File: src/rtl/bus_grant_ctrl.sv
// Shared-bus grant controller: fixed-priority or round-robin arbitration.
// Each grant is held until done/req-drop/hold-limit, then one dead cycle follows.
module bus_grant_ctrl #(
    parameter int unsigned N        = 4,
    parameter int unsigned HOLD_MAX = 16
) (
    input  logic                 clk,
    input  logic                 rst,
    input  logic                 mode,
    input  logic [N-1:0]         req,
    input  logic [N-1:0]         done,
    output logic [N-1:0]         gnt,
    output logic                 busy,
    output logic [$clog2(N)-1:0] owner,
    output logic                 timeout
);

    localparam int unsigned OW = $clog2(N);
    localparam int unsigned HW = $clog2(HOLD_MAX);

    typedef enum logic [1:0] {
        S_IDLE  = 2'd0,
        S_GRANT = 2'd1,
        S_GAP   = 2'd2
    } state_t;

    state_t          r_state;
    state_t          w_state_nxt;
    logic [N-1:0]    r_gnt;
    logic [N-1:0]    w_gnt_nxt;
    logic [OW-1:0]   r_owner;
    logic [OW-1:0]   w_owner_nxt;
    logic [OW-1:0]   r_ptr;
    logic [OW-1:0]   w_ptr_nxt;
    logic [HW-1:0]   r_cnt;
    logic [HW-1:0]   w_cnt_nxt;
    logic            r_busy;
    logic            r_timeout;
    logic            w_timeout_nxt;
    logic            w_found;
    logic [OW-1:0]   w_win;
    logic            w_rel_norm;
    logic            w_rel_to;

    // Winner search: lowest index in fixed mode, from r_ptr+1 upward in RR mode.
    always_comb begin
        int unsigned   idx;
        logic [OW-1:0] cand;
        w_found = 1'b0;
        w_win   = '0;
        for (int unsigned i = 0; i < N; i++) begin
            idx  = mode ? ((32'(r_ptr) + 32'd1 + i) % N) : i;
            cand = OW'(idx);
            if (!w_found && req[cand]) begin
                w_found = 1'b1;
                w_win   = cand;
            end
        end
    end

    assign w_rel_norm = done[r_owner] | ~req[r_owner];
    assign w_rel_to   = (r_cnt == HW'(HOLD_MAX - 1));

    always_comb begin
        w_state_nxt   = r_state;
        w_gnt_nxt     = r_gnt;
        w_owner_nxt   = r_owner;
        w_ptr_nxt     = r_ptr;
        w_cnt_nxt     = r_cnt;
        w_timeout_nxt = 1'b0;
        case (r_state)
            S_IDLE, S_GAP: begin
                w_gnt_nxt = '0;
                if (w_found) begin
                    w_gnt_nxt[w_win] = 1'b1;
                    w_owner_nxt      = w_win;
                    w_ptr_nxt        = w_win;
                    w_cnt_nxt        = '0;
                    w_state_nxt      = S_GRANT;
                end else begin
                    w_state_nxt = S_IDLE;
                end
            end
            S_GRANT: begin
                if (w_rel_norm || w_rel_to) begin
                    w_gnt_nxt     = '0;
                    w_state_nxt   = S_GAP;
                    // Forced revoke is flagged only when no normal release coincides.
                    w_timeout_nxt = w_rel_to & ~w_rel_norm;
                end else begin
                    w_cnt_nxt = r_cnt + HW'(1);
                end
            end
            default: begin
                w_gnt_nxt   = '0;
                w_state_nxt = S_IDLE;
            end
        endcase
    end

    always_ff @(posedge clk) begin
        if (rst) begin
            r_state   <= S_IDLE;
            r_gnt     <= '0;
            r_busy    <= 1'b0;
            r_owner   <= '0;
            r_ptr     <= OW'(N - 1);
            r_cnt     <= '0;
            r_timeout <= 1'b0;
        end else begin
            r_state   <= w_state_nxt;
            r_gnt     <= w_gnt_nxt;
            r_busy    <= |w_gnt_nxt;
            r_owner   <= w_owner_nxt;
            r_ptr     <= w_ptr_nxt;
            r_cnt     <= w_cnt_nxt;
            r_timeout <= w_timeout_nxt;
        end
    end

    assign gnt     = r_gnt;
    assign busy    = r_busy;
    assign owner   = r_owner;
    assign timeout = r_timeout;

endmodule

File: config.mk
export PLATFORM = sky130hd
export DESIGN_NAME = bus_grant_ctrl
export DESIGN_NICKNAME = d
export VERILOG_FILES = /design/src/rtl/bus_grant_ctrl.sv
export SDC_FILE = /design/constraint.sdc
export NUM_CORES = 1
export LEC_CHECK = 0
export ABC_AREA = 1
export CORE_MARGIN = 1
export CORE_UTILIZATION = 55
export CTS_CLUSTER_DIAMETER = 30
export CTS_CLUSTER_SIZE = 8
export DETAILED_ROUTE_END_ITERATION = 12
export PLACE_DENSITY_LB_ADDON = 0.2
export SLEW_MARGIN = 20
export SYNTH_ARGS = -nofsm -noshare
export SYNTH_HDL_FRONTEND = slang
export SYNTH_SLANG_ARGS = --single-unit
File: constraint.sdc
create_clock -name clk -period 3.9 [get_ports clk]
set_input_delay 0.585 -clock clk [delete_from_list [all_inputs] [get_ports clk]]
set_output_delay 0.585 -clock clk [all_outputs]
set_load 0.02 [all_outputs]
# Yosys cells after proc, flatten, opt, wreduce, memory -nomap -nowiden
# Cells that the tools add are included.
[word_totals] reg_bits=16 in_bits=11 out_inout_bits=8 word_cells=81
[op_classes] add_sub_neg=5 order_cmp=7 n_eq_ne=6 muxes=35 n_bitwise=6 n_reduce_logical=15
[ops] operator="$lt 2x3->1 const B" n=6
[ops] operator="$mux 2" n=9
[ops] operator="$mux 4" n=4
[ops] operator="$pmux 4 s2" n=2
[ops] operator="$bmux 1 s2" n=6
[ops] operator="$mux 1" n=12
[ops] operator="$ne 2x2->1 const B" n=3
[ops] operator="$add 2x1->2 const B" n=2
[ops] operator="$add 2x2->2 const B" n=2
[ops] operator="$add 4x1->4 const B" n=1
[ops] operator="$eq 4x4->1 const B" n=1
[ops] operator="$logic_and 1x1->1" n=4
[ops] operator="$not 1->1" n=4
[ops] operator="$pmux 2 s2" n=1
[ops] operator="$reduce_or 4->1" n=1
[ops] operator="$logic_not 1->1" n=3
[ops] operator="$reduce_and 3->1" n=1
[ops] operator="$reduce_or 3->1" n=1
[ops] operator="$demux 1 s2" n=1
[ops] operator="$eq 2x1->1 const B" n=1
[ops] operator="$eq 2x2->1 const B" n=1
[ops] operator="$ge 2x1->1 const B" n=1
[ops] operator="$logic_not 2->1" n=1
[ops] operator="$reduce_and 2->1" n=1
[ops] operator="5 further kinds" n=5

# Longest topological paths before layout
[logic_depth] depth_word=21 ltp_mapped=15

# Least setup slack after synthesis
# Ideal clock, no wire load.
[synth_path] path_type="input -> register" start="input req[3]" end="register r_cnt[3]" setup_time_ns=0.118 arrival_time_ns=1.586 required_time_ns=3.782 path_slack_ns=2.196 cell_stages=11 path_buffers=0 path_cell_list="inv_1 > nand3_1 > nand2_2 > nand2_1 > nand2_2 > nand3_2 > nor2_4 > nor2_8 > nor2_8 > o21ai_1 > nor3b_2"
[synth_between] elab_chain_len=14
[synth_lines] item="start, declared" line_no="10" text="input logic [N-1:0] req,"
[synth_lines] item="$bmux 1 s2" line_no="54" text="if (!w_found && req[cand]) begin"
[synth_lines] item="$mux 1 (implied by the code)" line_no="54"
[synth_lines] item="$mux 1" line_no="54"
[synth_lines] item="$logic_not 1->1" line_no="54"
[synth_lines] item="$logic_and 1x1->1" line_no="54"
[synth_lines] item="$mux 1" line_no="54"
[synth_lines] item="$logic_not 1->1" line_no="54"
[synth_lines] item="$logic_and 1x1->1" line_no="54"
[synth_lines] item="$mux 1" line_no="54"
[synth_lines] item="$logic_not 1->1" line_no="54"
[synth_lines] item="$logic_and 1x1->1" line_no="54"
[synth_lines] item="$mux 1" line_no="54"
[synth_lines] item="$ne 2x2->1 (no source line)"
[synth_lines] item="$reduce_and 3->1 (no source line) (*)"
[synth_lines] item="end signal, assigned" line_no="116" text="r_cnt <= w_cnt_nxt;"
[synth_lines] item="end, declared" line_no="35" text="logic [HW-1:0] r_cnt;"
# Every way passes the cells marked *; elsewhere a longest branch is shown, timed or not. The select of a mux whose other input is x is not followed.
# A chain may end at the register's enable or synchronous reset.

# Final worst setup path
[layout_path] start="input mode" end="register r_busy (netlist: busy)"
[layout_between] elab_chain_len=20
[layout_lines] item="start, declared" line_no="9" text="input logic mode,"
[layout_lines] item="$mux 2" line_no="52" text="idx = mode ? ((32'(r_ptr) + 32'd1 + i) % N) : i;"
[layout_lines] item="$bmux 1 s2" line_no="54"
[layout_lines] item="$mux 1 (implied by the code)" line_no="54"
[layout_lines] item="$mux 1" line_no="54"
[layout_lines] item="$logic_not 1->1" line_no="54"
[layout_lines] item="$logic_and 1x1->1" line_no="54"
[layout_lines] item="$mux 1" line_no="54"
[layout_lines] item="$logic_not 1->1" line_no="54"
[layout_lines] item="[... 4 more ...]"
[layout_lines] item="$mux 2" line_no="54"
[layout_lines] item="$lt 2x3->1 (implied by the code) / $ge 2x1->1 (equally long branches)" line_no="75" text="w_gnt_nxt[w_win] = 1'b1;"
[layout_lines] item="$logic_and 1x1->1 (implied by the code)" line_no="75"
[layout_lines] item="$mux 1 (implied by the code)" line_no="75"
[layout_lines] item="$demux 1 s2" line_no="75"
[layout_lines] item="$mux 4 (*)" line_no="74" text="if (w_found) begin"
[layout_lines] item="$pmux 4 s2 (*)" line_no="71" text="case (r_state)"
[layout_lines] item="$reduce_or 4->1 (*)" line_no="113" text="r_busy <= |w_gnt_nxt;"
[layout_lines] item="end signal, assigned" line_no="113"
[layout_lines] item="end, declared" line_no="37" text="logic r_busy;"
# Marks and branches as above.

==> out/summary.txt <==
Mux cell area share after synthesis: 0
Synth-to-Final Area Change: 21.6%
Most frequent cell after synthesis: nand2_1
Ys flop type: dfxtp_1
Fillers: 164
IO Count: 19
Post-Synth XOR/XNOR Area: 0.00823
EDFF count, synth: 0
Fin nets: 190
Routed vias: 1034
CP Capture Type: flip-flop
Clock sink count: 16
Lkg Pwr: 0.595 nW
Post-synth cell types: 28
Gr ovfl total: 0
Comb power frac: 0.478
Antenna Nets Post-Route: 0
Fin crit share: 0.565
Max cap viols: 0
Setup Fix Bufs, Post-CTS: 0
Final Wtd Congestion: 0.870
Placed Instances: 198
Max clock buf depth: 2
Vias/cell: 5.14
Main combinational cell family by area after synthesis: simple AND/OR/NAND/NOR gates
Startpoint Class: input port
Worst-Margin Slew: 0.481 ns
Total Wirelength: 2170 um
Power Density: 428 nW/um^2
WP data arrival: 2.39 ns
Fraction of layout cells with a size suffix above 1: 0.199
Net Sw Power: 0.000230 W
Slowest CP cell: clkdlybuf4s50_1
Crit path kind: in -> reg
Maximum clock rate: 0.454 GHz
Critical-path maximum fanout: 7
Clock Power Share: 0.152
Synth warn: 0
Reg area: 320 um^2
Full die area: 2120 um^2
Sequence of cells on the critical path: clkdlybuf4s50_1 -> nand2_2 -> nand2_2 -> nand3_1 -> nand2_2 -> nand4_1 -> nand2_1 -> nand2_2 -> nand3_1 -> nand2_1 -> o21ai_1 -> nand2_1
Post-synthesis adder-cell area fraction: 0.0118
Synth Instances: 156
Worst vdd ir: 0.298 mV
Initial antenna violation count: 0
Seq pwr share: 0.370
Crit path required time: 4.09 ns
Largest cells by area after synthesis: dfxtp_1, nand2_1, inv_1, nand3_1, nand2_2
First-pass GRT wire length: 3570 um
Drt first pass iters: 4
Post-Synthesis Mean Instance Area: 6.83 um^2
Switching share of power: 0.416
RSZ-0062 raised after global routing: no
Layout Cells excl Fill: 201
Final Setup Violations: 0
Root Buffer: clkbuf_4
Antenna diodes: 0
Synthesis-stage register bit count: 16
Max Slew Vio Count: 0
Top post-synthesis cells by count: nand2_1, inv_1, dfxtp_1
Synth Area in Compound Gates: 0.0975
Post-synthesis sequential area ratio: 0.301
CTS buffer count: 3
Resized Gates After CTS: 0
PortBufs: 18
All-Layer GR Usage: 0.228
Setup TNS Final: 0 ns
Clock insertion delay at the later pin of the skew report: 0.28 ns
Simple-Gate Fraction of Synth Area: 0.488
Final hold viol count: 0
Slowest Stage Delay on Critical Path: 0.63 ns
Starting Density: 0.604
Number of global-route vias before repair: 926
CORE AREA: 1760 um^2
# hold bufs at CTS: 0
Routed len/inst: 10.8 um
Clock Skew: 0.00124 ns
Drt drc: 0
Min Clock Period, post-route: 2.20 ns
Slew HR: 0.679
Net Count, Synth: 168
Initial DRC Count: 16
Yosys top cell area share: 0.301
Reg clk slew, reported paths: 0.08 ns
Largest net degree at the start of global routing: 12
CTS tree: yes
Cell internal pwr: 0.000324 W
Cell taking the most area after synthesis: dfxtp_1
Multi-input gate area: 644 um^2
Die Width: 46 um
Die Height: 46 um
Cell Rows: 15
Post-synthesis cell area: 1060 um^2
Hold Crit Class: reg -> reg
Post-DP HPWL: 1790 um
Asr flop ratio synth: 0
Status: completed
CTS H-Tree Depth: 1
Crit path top cell by count: nand2_2
registers in the layout (all words and copies together), names as in the netlist:
name and flops:
gnt 4, r_cnt 4, owner 2, r_ptr 2, r_state 2, busy 1, timeout 1
critical path, delay by kind of cell:
kind / cells / cell delay (ns)
simple gates: 10 / 1.07
compound gates: 1 / 0.12
buf+inv: 1 / 0.63
power groups by stage:
stage	clock network, W	registers [W]	logic, W
final	0.0000844	0.000205	0.000265
after global routing	0.0000903	0.000208	0.000292
after CTS	0.0000845	0.000205	0.000265
after detailed placement	0	0.000209	0.000264
after global placement	0	0.000208	0.000256
after floorplan	0	0.000225	0.000174
logic make-up after synthesis:
kind of cell,after synthesis
AOI/OAI and AO/OA,18
xor gates and xnor gates,1
adders and majority gates,1
buffers and inverters,26
DFF,16
and+or+nand+nor,94
final timing paths:
path	from	endpoint	slack, ns	cells after the start
max	mode	busy$_SDFF_PP0_	1.70	12
max reg2reg	r_ptr[1]$_SDFFE_PP1P_	r_cnt[1]$_SDFFE_PP0P_	2.19	13
min reg2reg	gnt[3]$_SDFF_PP0_	gnt[3]$_SDFF_PP0_	0.49	2
min	gnt[3]$_SDFF_PP0_	gnt[3]$_SDFF_PP0_	0.49	2
through the flow:
stage	total power, W	hold WS, ns	cell area [um^2]	util	worst slack (ns)
floorplan	0.000400	0.477	1060	-	2.20
global placement	0.000464	0.478	1270	0.721	1.48
detailed placement	0.000473	0.487	1270	0.721	1.41
CTS	0.000555	0.501	1290	0.734	1.71
global route	0.000591	0.520	1290	0.734	1.51
finish	0.000554	0.493	1290	0.734	1.70
layout by cell type (no fill, tap or decap), drive strengths merged:
cell type | Yosys | layout
nor2 | 17 | 17
o221ai | 2 | 2
o211ai | 1 | 1
inv | 25 | 25
o21ai | 6 | 6
nand3 | 15 | 15
or2 | 1 | 1
nor3 | 2 | 2
a21oi | 9 | 9
nand2 | 52 | 52
nand4 | 5 | 5
clkdlybuf4s50 | 0 | 18
xnor2 | 1 | 1
ha | 1 | 1
nor3b | 1 | 1
dfxtp | 16 | 16
nor4 | 1 | 1
clkbuf | 1 | 3
cell type report:
class                      count  share of cell area
timing repair buffer          18               0.139
inverter                      25              0.0744
sequential                    16               0.247
tap                           25              0.0242
multi-input combinational    114               0.498
clock buffer                   3              0.0174
metal layers:
metal,wire length (um),global-route usage,share of wire
met1,982,0.264,0.45
met2,1110,0.428,0.51
met3,49,0.0238,0.023
met4,26,0.0706,0.012
met5,0,0,0
No activity file was read; power rests on OpenSTA's default activity.
